===== config.mk =====
export PLATFORM = sky130hd
export DESIGN_NAME = hgate_axi_master
export DESIGN_NICKNAME = d
export VERILOG_FILES = /design/src/rtl/hgate_axi_master.sv
export SDC_FILE = /design/constraint.sdc
export NUM_CORES = 1
export LEC_CHECK = 0
export ABC_AREA = 1
export BUFFER_PORTS_ARGS = -buffer_cell sky130_fd_sc_hd__buf_2
export CORE_MARGIN = 2
export CORE_UTILIZATION = 39
export DETAILED_ROUTE_END_ITERATION = 6
export PLACE_DENSITY = 0.75
export SLEW_MARGIN = 20
export SYNTH_ARGS = -nofsm -noshare
export SYNTH_HDL_FRONTEND = slang
export SYNTH_SLANG_ARGS = --single-unit

===== constraint.sdc =====
create_clock -name M_AXI_ACLK -period 5.35 [get_ports M_AXI_ACLK]
set_input_delay 0.2675 -clock M_AXI_ACLK [delete_from_list [all_inputs] [get_ports M_AXI_ACLK]]
set_output_delay 0.2675 -clock M_AXI_ACLK [all_outputs]
set_load 0.03 [all_outputs]

===== src/rtl/hgate_axi_master.sv =====
// Single-outstanding AXI4-Lite master: one command in, one response out.
// Optional bus-wait timeout enabled by defining HGATE_AXIM_TIMEOUT_EN.
module hgate_axi_master #(
    parameter int C_M_AXI_ADDR_WIDTH = 8,
    parameter int C_M_AXI_DATA_WIDTH = 32,
    parameter int TIMEOUT_CYCLES     = 255
) (
    input  logic                            M_AXI_ACLK,
    input  logic                            M_AXI_ARESET,
    input  logic                            cmd_valid,
    output logic                            cmd_ready,
    input  logic                            cmd_we,
    input  logic [C_M_AXI_ADDR_WIDTH-1:0]   cmd_addr,
    input  logic [C_M_AXI_DATA_WIDTH-1:0]   cmd_wdata,
    input  logic [C_M_AXI_DATA_WIDTH/8-1:0] cmd_wstrb,
    output logic                            rsp_valid,
    input  logic                            rsp_ready,
    output logic [C_M_AXI_DATA_WIDTH-1:0]   rsp_rdata,
    output logic [1:0]                      rsp_resp,
    output logic                            rsp_timeout,
    output logic [C_M_AXI_ADDR_WIDTH-1:0]   M_AXI_AWADDR,
    output logic                            M_AXI_AWVALID,
    input  logic                            M_AXI_AWREADY,
    output logic [C_M_AXI_DATA_WIDTH-1:0]   M_AXI_WDATA,
    output logic [C_M_AXI_DATA_WIDTH/8-1:0] M_AXI_WSTRB,
    output logic                            M_AXI_WVALID,
    input  logic                            M_AXI_WREADY,
    input  logic [1:0]                      M_AXI_BRESP,
    input  logic                            M_AXI_BVALID,
    output logic                            M_AXI_BREADY,
    output logic [C_M_AXI_ADDR_WIDTH-1:0]   M_AXI_ARADDR,
    output logic                            M_AXI_ARVALID,
    input  logic                            M_AXI_ARREADY,
    input  logic [C_M_AXI_DATA_WIDTH-1:0]   M_AXI_RDATA,
    input  logic [1:0]                      M_AXI_RRESP,
    input  logic                            M_AXI_RVALID,
    output logic                            M_AXI_RREADY
);

    localparam int SW = C_M_AXI_DATA_WIDTH / 8;

    typedef enum logic [2:0] {
        S_IDLE,
        S_WRITE,
        S_WRESP,
        S_RADDR,
        S_RDATA,
        S_RSP
    } state_t;

    state_t state, state_nx;

    logic [C_M_AXI_ADDR_WIDTH-1:0] addr_q;
    logic [C_M_AXI_DATA_WIDTH-1:0] wdata_q;
    logic [SW-1:0]                 wstrb_q;
    logic [C_M_AXI_DATA_WIDTH-1:0] rdata_q;
    logic [1:0]                    resp_q;
    logic                          aw_done, w_done;

    logic accept, busy, tmo;
    logic aw_hs, w_hs, b_hs, ar_hs, r_hs;

    assign busy = (state == S_WRITE) || (state == S_WRESP) ||
                  (state == S_RADDR) || (state == S_RDATA);

`ifdef HGATE_AXIM_TIMEOUT_EN
    localparam int CW = $clog2(TIMEOUT_CYCLES + 1);
    localparam logic [CW-1:0] T_MAX = CW'(TIMEOUT_CYCLES);

    logic [CW-1:0] cnt, cnt_nx;
    logic          to_q;

    assign tmo = busy && (cnt == T_MAX);

    // Any progress on the bus or a state change restarts the wait window
    always_comb begin
        cnt_nx = cnt;
        if ((state_nx != state) || aw_hs || w_hs || b_hs || ar_hs || r_hs)
            cnt_nx = '0;
        else if (busy && (cnt != T_MAX))
            cnt_nx = cnt + 1'b1;
    end

    always_ff @(posedge M_AXI_ACLK or posedge M_AXI_ARESET) begin
        if (M_AXI_ARESET) begin
            cnt  <= '0;
            to_q <= 1'b0;
        end else begin
            cnt <= cnt_nx;
            if (tmo)
                to_q <= 1'b1;
            else if (b_hs || r_hs)
                to_q <= 1'b0;
        end
    end

    assign rsp_timeout = to_q;
`else
    assign tmo         = 1'b0;
    assign rsp_timeout = 1'b0;
`endif

    assign cmd_ready = (state == S_IDLE) && !M_AXI_ARESET;
    assign accept    = cmd_valid && cmd_ready;

    assign M_AXI_AWVALID = (state == S_WRITE) && !aw_done && !tmo;
    assign M_AXI_WVALID  = (state == S_WRITE) && !w_done && !tmo;
    assign M_AXI_BREADY  = (state == S_WRESP) && !tmo;
    assign M_AXI_ARVALID = (state == S_RADDR) && !tmo;
    assign M_AXI_RREADY  = (state == S_RDATA) && !tmo;

    assign M_AXI_AWADDR = addr_q;
    assign M_AXI_ARADDR = addr_q;
    assign M_AXI_WDATA  = wdata_q;
    assign M_AXI_WSTRB  = wstrb_q;

    assign aw_hs = M_AXI_AWVALID && M_AXI_AWREADY;
    assign w_hs  = M_AXI_WVALID && M_AXI_WREADY;
    assign b_hs  = M_AXI_BREADY && M_AXI_BVALID;
    assign ar_hs = M_AXI_ARVALID && M_AXI_ARREADY;
    assign r_hs  = M_AXI_RREADY && M_AXI_RVALID;

    assign rsp_valid = (state == S_RSP);
    assign rsp_rdata = rdata_q;
    assign rsp_resp  = resp_q;

    always_ff @(posedge M_AXI_ACLK or posedge M_AXI_ARESET) begin
        if (M_AXI_ARESET)
            state <= S_IDLE;
        else
            state <= state_nx;
    end

    always_comb begin
        state_nx = state;
        unique case (state)
            S_IDLE:
                if (accept)
                    state_nx = cmd_we ? S_WRITE : S_RADDR;
            S_WRITE:
                if (tmo)
                    state_nx = S_RSP;
                else if ((aw_done || aw_hs) && (w_done || w_hs))
                    state_nx = S_WRESP;
            S_WRESP:
                if (tmo || b_hs)
                    state_nx = S_RSP;
            S_RADDR:
                if (tmo)
                    state_nx = S_RSP;
                else if (ar_hs)
                    state_nx = S_RDATA;
            S_RDATA:
                if (tmo || r_hs)
                    state_nx = S_RSP;
            S_RSP:
                if (rsp_ready)
                    state_nx = S_IDLE;
            default:
                state_nx = S_IDLE;
        endcase
    end

    always_ff @(posedge M_AXI_ACLK or posedge M_AXI_ARESET) begin
        if (M_AXI_ARESET) begin
            addr_q  <= '0;
            wdata_q <= '0;
            wstrb_q <= '0;
            rdata_q <= '0;
            resp_q  <= 2'b00;
            aw_done <= 1'b0;
            w_done  <= 1'b0;
        end else begin
            if (accept) begin
                addr_q  <= cmd_addr;
                wdata_q <= cmd_wdata;
                wstrb_q <= cmd_wstrb;
                aw_done <= 1'b0;
                w_done  <= 1'b0;
            end
            if (aw_hs)
                aw_done <= 1'b1;
            if (w_hs)
                w_done <= 1'b1;
            if (b_hs) begin
                resp_q  <= M_AXI_BRESP;
                rdata_q <= '0;
            end
            if (r_hs) begin
                resp_q  <= M_AXI_RRESP;
                rdata_q <= M_AXI_RDATA;
            end
            if (tmo) begin
                resp_q  <= 2'b11;
                rdata_q <= '0;
            end
        end
    end

endmodule


### Word level (Yosys, flattened, before mapping)

Cells that the tools add are included.

| storage, ports and cells | value |
|---|---|
| register bits after elaboration | 83 |
| input port bits | 90 |
| output and inout port bits | 94 |
| word-level logic and storage cells | 54 |

| operators by class | value |
|---|---|
| equality and inequality tests | 11 |
| multiplexer cells | 15 |
| reduce and logical (&&, ||, !) cells | 20 |

Operators by type and width:

| operator | count |
|---|---|
| $mux W32 | 2 |
| $mux W3 | 6 |
| $pmux W3 S6 | 1 |
| $logic_and A1 B1 Y1 | 10 |
| $ne A2 B1 Y1 const B | 5 |
| $eq A3 B2 Y1 const B | 2 |
| $eq A3 B3 Y1 const B | 2 |
| $mux W2 | 3 |
| $reduce_and A6 Y1 | 1 |
| $reduce_bool A2 Y1 | 3 |
| $eq A3 B1 Y1 const B | 1 |
| $logic_not A1 Y1 | 3 |
| $logic_not A3 Y1 | 1 |
| $mux W1 | 3 |
| $logic_or A1 B1 Y1 | 2 |
| $ne A2 B2 Y1 const B | 1 |

### Logic depth before layout (Yosys ltp)

Gate-level depths: netlist (run 1).

| depth | value |
|---|---|
| depth in word-level cells | 7 |
| gate-level depth with buffers | 10 |
| gate-level depth less buffers | 8 |

### Worst setup path after synthesis (run 1)

No wires, ideal clock.

| path | value |
|---|---|
| kind | input port to flip-flop |
| start | input M_AXI_ARESET |
| end | register state[1] |
| setup time | 117 ps |
| arrival time | 2,478 ps |
| required time | 5,233 ps |
| path slack | 2,755 ps |
| stages on the path | 6 |
| path buffers | 0 |
| path through | inv_1 -> a21oi_1 -> nor2_1 -> nand3_1 -> nand2_1 -> nand2_1 |

| on the way | value |
|---|---|
| cells in the longest elaborated chain, start to end | 5 |

RTL lines:

| element | line | RTL |
|---|---|---|
| from (decl) | 9 | `input logic M_AXI_ARESET,` |
| $logic_not A1 Y1 (no source line) | n/a |  |
| $logic_and A1 B1 Y1 | 103 | `assign cmd_ready = (state == S_IDLE) && !M_AXI_ARESET;` |
| $logic_and A1 B1 Y1 | 104 | `assign accept = cmd_valid && cmd_ready;` |
| $ne A2 B2 Y1 (no source line) | n/a |  |
| $reduce_and A6 Y1 (no source line) | n/a |  |
| to (signal assigned) | 131 | `state <= state_nx;` |
| to (decl) | 51 | `state_t state, state_nx;` |

No other way between the ends.
A chain may end at the register's enable or synchronous reset.

### Worst setup path after layout (run 1)

| path | value |
|---|---|
| start | register state[0] |
| end | register resp_q[1] (netlist: rsp_resp[1]) |

| on the way | value |
|---|---|
| cells in the longest elaborated chain, start to end | 3 |
| elaborated cells on any way between the ends | 6 |
| those cells by class | 2 x eq/ne; 1 x mux; 3 x reduce/logical |

RTL lines:

| element | line | RTL |
|---|---|---|
| $eq A3 B3 Y1 or $eq A3 B2 Y1 (tied branches) | 110, 108 |  |
| $logic_and A1 B1 Y1, on equally long branches | 121, 119 |  |
| $mux W2 or $reduce_bool A2 Y1 (tied branches) | n/a |  |
| to (signal assigned) | 186 | `resp_q <= M_AXI_BRESP;` |
| to (signal assigned) | 190 | `resp_q <= M_AXI_RRESP;` |
| to (signal assigned) | 194 | `resp_q <= 2'b11;` |
| to (decl) | 57 | `logic [1:0] resp_q;` |

Several ways; a longest one is shown, not always the timed one.

==> flow_summary_export.csv, run 1 <==
group,metric,value,unit
floorplan,io_pins,184,
clock_network,clk_pin_slew_worst_paths,0.08,ns
global_routing,grt_pass1_vias,2982,
worst_setup_path,path_buf_inv,2,
routing,drt_pass1_iterations,4,
finish,layout.nets,674,
clock_network,root_buffer,"clkbuf_8",
clock_network,cts_resized,0,
yosys,yosysSeqAreaShare,0.593,
clock_network,clock_latency,0.34,ns
finish,n_antenna_cell,0,
routing,drc_errors,0,
yosys,syn_nets,505,
worst_setup_path,r2r-end,"rsp_resp[1]",
worst_setup_path,rrSetupSlack,3.17,ns
yosys,synth_area,0.00350,sq mm
worst_setup_path,cp_top_family,"simple AND/OR/NAND/NOR gates",
clock_network,cts_max_level,3,
sta,finalSetupViolCount,0,
run_status,outcome,"completed",
yosys,ys.flop_type,"dfrtp_1",
placed_design,dp_cells,681,
sta,layout_min_cycle_time,2.18,ns
sta,final.setup.tns,0,ns
sta,relSlewSlack,0.497,
yosys,synth_warnings,0,
sta,fmax,0.458,GHz
clock_network,cts_tree,"yes",
worst_setup_path,crit_fanout,35,
worst_setup_path,start_kind,"flip-flop",
routing,wirelength,8410,um
worst_setup_path,worstPathCellList,"nor2_4, nand2_2, nor2_4, inv_2, nand2_1, inv_2, nand2_1, o21ai_0",
power_and_ir_drop,totalPowerFinal,0.00303,W
finish,multiInputGateArea,0.00104,sq mm
finish,area_growth,31.7,%
clock_network,clock_path_buffers,2,
worst_setup_path,cp-startpoint,"state[0]",
sta,slew_viol_final,0,
global_routing,grt_max_degree,91,
power_and_ir_drop,switching_share,0.488,
finish,drive_gt1_frac,0.351,
routing,viasPerCell,4.45,
worst_setup_path,critPathMaxStageDelay,0.59,ns
global_routing,grt_overflow,0,
routing,wl_per_cell,12.1,um
sta,fin_ws,3.17,ns
clock_network,post_cts_buffers,0,
floorplan,num_rows,34,
placed_design,io_buffers,182,
worst_setup_path,critPathArrivalTime,2.40,ns
floorplan,core,0.00872,sq mm
placed_design,dpl_worst_slack,3.17,ns
yosys,synth_area_per_cell,8.44,sq um
yosys,netlist_instances,415,
yosys,synth_top_family_by_area,"simple AND/OR/NAND/NOR gates",
clock_network,postCtsHoldBufs,0,
worst_setup_path,r2r-start,"state[0]",
power_and_ir_drop,leakage,2.70,nW
worst_setup_path,cp.required,5.57,ns
global_routing,antenna_found_initial,0,
power_and_ir_drop,pwr-share-comb,0.491,
worst_setup_path,crit_path_end_kind,"flip-flop",
yosys,synth_compound_area_frac,0.0807,
floorplan,die_h,98.8,um
floorplan,die-area,0.00975,sq mm
finish,fillers,851,
placed_design,dp_hpwl,6300,um
clock_network,cts.sinks,83,
worst_setup_path,critPathKind,"flip-flop to flip-flop",
power_and_ir_drop,pwr-share-seq,0.361,
power_and_ir_drop,power.share.clock,0.148,
worst_setup_path,cpMaxStageDelayCell,"nor2_4",
yosys,muxShareOfSynthArea,0,
sta,fin_crit_sh,0.408,
routing,drt_iter0_drc,62,
placed_design,place_congestion,0.846,
power_and_ir_drop,ir_drop,0.000269,V
clock_network,cts_buffers,9,
worst_setup_path,r2r_cells,8,
global_routing,grt_usage,0.181,
routing,num_vias,3100,
yosys,yosysUniqueCellTypes,19,
power_and_ir_drop,powerDensity,657,mW/mm^2
power_and_ir_drop,internal_power,0.00155,W
worst_hold_path,hold_path_class,"primary input to asynchronous set/reset pin",
yosys,synth_enable_flop_cells,0,
yosys,synthAdderAreaFrac,0,
sta,skew,0.0106,ns
global_routing,grt_pass1_wl,14200,um
yosys,synth_simple_gate_area_frac,0.214,
power_and_ir_drop,p_switching,0.00148,W
routing,final_antenna_net_count,0,
yosys,synthArstFlopShare,1.00,
floorplan,die_w,98.8,um
sta,worstMarginPinSlew,0.753,ns
finish,ff_latch_area,0.00208,sq mm
sta,hold_viol_final,0,
floorplan,start_util,0.402,
finish,fin_cells,697,
sta,grt_setup_unrepaired,"no",
yosys,synth-xor-area-share,0,
yosys,synth-seq-cells,83,
job,maxCapViolations,0,
==> Yosys cell counts (all sizes together), types with 2 or more instances <==
| library cell | instances | area (sq um) |
|---|---|---|
| buf | 19 | 125 |
| o21ai | 53 | 265 |
| nand3 | 8 | 40.0 |
| dfrtp | 83 | 2080 |
| nor2 | 15 | 71.3 |
| inv | 62 | 233 |
| nand4 | 2 | 12.5 |
| nand2 | 161 | 609 |
| clkbuf | 7 | 31.3 |
| a21oi | 2 | 10.0 |
==> routing by layer <==
layer / GRT usage / vias to the layer above / routed length (um) / share of wire
li1: - / 1572 / - / -
met1: 0.245 / 1375 / 3860 / 0.46
met2: 0.288 / 144 / 3800 / 0.45
met3: 0.0390 / 9 / 648 / 0.077
met4: 0.0632 / 0 / 93 / 0.011
met5: 0 / - / 0 / 0
==> per-stage QoR <==
stage / hold slack (ns) / utilization / area [sq um]
after floorplan: 0.384 / - / 3500
after global placement: 0.413 / 0.505 / 4410
after detailed placement: 0.433 / 0.505 / 4410
after CTS: 0.0426 / 0.529 / 4610
after global routing: 0.0841 / 0.529 / 4610
final: 0.0427 / 0.529 / 4610
==> registers in the layout (all words and copies together), names as in the netlist <==
register / cells
M_AXI_WSTRB: 4
w_done: 1
M_AXI_WDATA: 32
aw_done: 1
rsp_resp: 2
rsp_rdata: 32
M_AXI_ARADDR: 8
state: 3
==> how the worst max path moves through the flow <==
stage	end	slack (ns)	depth (start not counted)
after floorplan	state[1]	2.76	6
after global placement	rsp_resp[1]	3.24	8
after detailed placement	rsp_resp[1]	3.17	8
after CTS	rsp_resp[1]	3.14	8
after global routing	rsp_resp[1]	2.85	8
final	rsp_resp[1]	3.17	8
==> area by class of cell <==
| type | instances | share of cell area |
|---|---|---|
| inverter | 62 | 0.0507 |
| timing repair buffer | 184 | 0.201 |
| multi-input combinational | 244 | 0.225 |
| tap | 108 | 0.0293 |
| sequential | 83 | 0.450 |
| clock inverter | 5 | 0.0136 |
| clock buffer | 11 | 0.0307 |
==> kinds of logic after synthesis <==
kind of cell	Yosys count
buffers and inverters	88
other	1
AOI/OAI and AO/OA	56
and+or+nand+nor	187
DFF	83
==> power by group through the flow <==
stage / registers, W / clock network (W) / logic [W]
2_1_floorplan: 0.00161 / 0 / 0.000568
3_3_place_gp: 0.00109 / 0 / 0.00148
3_5_place_dp: 0.00110 / 0 / 0.00151
4_1_cts: 0.00110 / 0.000473 / 0.00151
5_1_grt: 0.00114 / 0.000499 / 0.00162
6_report: 0.00109 / 0.000449 / 0.00149
==> worst reg2reg max path, cell delays in order, from the launching register on <==
cell     delay [ns]
dfrtp_1        0.50
nor2_4         0.21
nand2_2        0.10
nor2_4         0.59
inv_2          0.09
nand2_1        0.14
inv_2          0.23
nand2_1        0.14
o21ai_0        0.08
==> cells in the final DEF (no fill, tap or decap), drive strengths merged <==
master / Yosys / routed
buf: 19 / 184
nand2: 161 / 161
dfrtp: 83 / 83
inv: 62 / 61
o21ai: 53 / 53
nor2: 15 / 15
clkbuf: 7 / 11
nand3: 8 / 8
clkinv: 0 / 3
a21oi: 2 / 2
nand4: 2 / 2
clkinvlp: 0 / 2
nor3: 1 / 1
o211ai: 1 / 1
conb: 1 / 1
bufinv: 0 / 1
Power figures use the tool's default switching activity.
==> run 2: changes to the inputs <==
clock period = 2.2 ns   (was 5.35 ns; I/O delays follow)
==> run 2 against run 1 <==
Critical path type unchanged. Non-clock buffer count increased by 80. Combinational power increased to 2.5 times the previous value. Count of clock-buffer cells in the layout decreased by 2.
==> flow_summary_export.csv, run 2 (synthesis results as in run 1) <==
group,metric,value,unit
clock_network,cts_tree,"yes",
sta,finalSetupViolCount,0,
worst_hold_path,hold_path_class,"primary input to flip-flop",
clock_network,cts_max_level,3,
clock_network,root_buffer,"clkbuf_8",
clock_network,clock_path_buffers,2,
worst_setup_path,cp.required,2.48,ns
routing,drc_errors,0,
clock_network,cts_buffers,9,
floorplan,num_rows,34,
sta,grt_setup_unrepaired,"no",
floorplan,die-area,0.00975,sq mm
sta,fmax,0.590,GHz
worst_setup_path,r2r_cells,8,
worst_setup_path,r2r-end,"rsp_rdata[9]",
clock_network,clk_pin_slew_worst_paths,0.09,ns
routing,drt_iter0_drc,86,
job,maxCapViolations,0,
placed_design,io_buffers,182,
floorplan,start_util,0.402,
sta,skew,0.0113,ns
routing,wirelength,10200,um
finish,area_growth,55.3,%
sta,fin_crit_sh,0.770,
sta,final.setup.tns,0,ns
finish,drive_gt1_frac,0.312,
finish,layout.nets,754,
sta,relSlewSlack,0.638,
routing,wl_per_cell,13.1,um
power_and_ir_drop,leakage,3.04,nW
floorplan,die_h,98.8,um
global_routing,grt_pass1_wl,16700,um
clock_network,clock_latency,0.34,ns
global_routing,antenna_found_initial,0,
floorplan,die_w,98.8,um
worst_setup_path,r2r-start,"state[2]",
sta,slew_viol_final,0,
clock_network,cts.sinks,83,
worst_setup_path,critPathCapture,"rsp_rdata[9]",
clock_network,cts_resized,0,
floorplan,io_pins,184,
worst_setup_path,rrSetupSlack,0.51,ns
worst_setup_path,critPathKind,"flip-flop to flip-flop",
finish,utilization,0.624,
worst_setup_path,start_kind,"flip-flop",
global_routing,grt_overflow,0,
finish,n_antenna_cell,0,
routing,drt_pass1_iterations,5,
worst_setup_path,critPathArrivalTime,1.97,ns
finish,mostFrequentLayoutCells,"182 x buf_2, 159 x nand2_1, 83 x dfrtp_1",
global_routing,grt_max_degree,91,
routing,num_vias,3520,
sta,layout_min_cycle_time,1.69,ns
finish,fillers,688,
sta,whs,0.0552,ns
placed_design,dp_hpwl,6000,um
run_status,outcome,"completed",
routing,final_antenna_net_count,0,
global_routing,grt_usage,0.212,
routing,viasPerCell,4.53,
sta,worstMarginPinSlew,0.543,ns
power_and_ir_drop,ir_drop,0.000816,V
worst_setup_path,crit_path_end_kind,"flip-flop",
global_routing,grt_pass1_vias,3619,
floorplan,core,0.00872,sq mm
placed_design,place_congestion,0.866,
worst_setup_path,crit_fanout,34,
power_and_ir_drop,powerDensity,1400,mW/mm^2
worst_setup_path,cp-startpoint,"state[2]",
sta,hold_viol_final,0,
finish,mostFrequentLayoutCell,"buf_2",
==> run 2: cell types whose count changed in the layout (fill, tap and decap cells not counted), sizes merged <==
cell / previous run / this run
dlygate4sd3: 0 / 79
buf: 184 / 185
clkbuf: 11 / 9
clkinv: 3 / 0
inv: 61 / 65
clkinvlp: 2 / 3
==> run 2: what timing repair did <==
item | in CTS | in global routing
buffers inserted | 0 | 0
hold buffers | 79 | 0
hold endpoints to repair | 161 | 0
==> run 2: metal layers <==
layer	track usage	share of wire	routed length (um)
met4	0.0695	0.013	135
met5	0	0	0
met2	0.367	0.51	5240
met1	0.253	0.39	4010
met3	0.0610	0.081	824
==> run 2: area by class of cell <==
type	instances	area, sq um	share of cell area
flip-flops and latches	83	2080	0.382
repair buffers	264	1750	0.322
well taps	108	135	0.0248
clock buffers	9	124	0.0228
inverters	62	236	0.0435
clock inverters	7	82.6	0.0152
multi-input cells	244	1040	0.190
==> run 2: power breakdown <==
group	switching [W]	internal (W)	total [W]	leakage, nW
registers	0.000457	0.00223	0.00268	1.05
logic	0.00270	0.00108	0.00378	1.90
clock network	0.000598	0.000545	0.00114	0.0988
==> run 2: how the worst min path moves through the flow <==
stage	end	depth (start not counted)	start	slack, ns
finish	rsp_resp[1]	3	M_AXI_RRESP[1]	0.06
CTS	rsp_resp[1]	3	M_AXI_RRESP[1]	0.03
floorplan	rsp_rdata[10]	2	M_AXI_RDATA[10]	0.23
global route	rsp_resp[1]	3	M_AXI_RRESP[1]	0.07
global placement	rsp_rdata[3]	3	M_AXI_RDATA[3]	0.31
detailed placement	rsp_rdata[9]	3	M_AXI_RDATA[9]	0.32
==> run 2: stage by stage <==
step	cell area (sq um)	instances	setup slack, ns	power (W)
after floorplan	3510	415	0.320	0.00531
after global placement	4440	682	0.612	0.00624
after detailed placement	4440	682	0.543	0.00633
after CTS	5440	777	0.526	0.00761
after global routing	5440	777	0.326	0.00812
final	5440	777	0.506	0.00761
==> run 2: critical path, stage by stage (launching register included) <==
cell	delay (ns)
dfrtp_1	0.51
inv_1	0.14
nand3_1	0.13
inv_1	0.07
nand2_1	0.05
nand2_1	0.08
inv_2	0.41
nand2_1	0.12
nand2_1	0.11
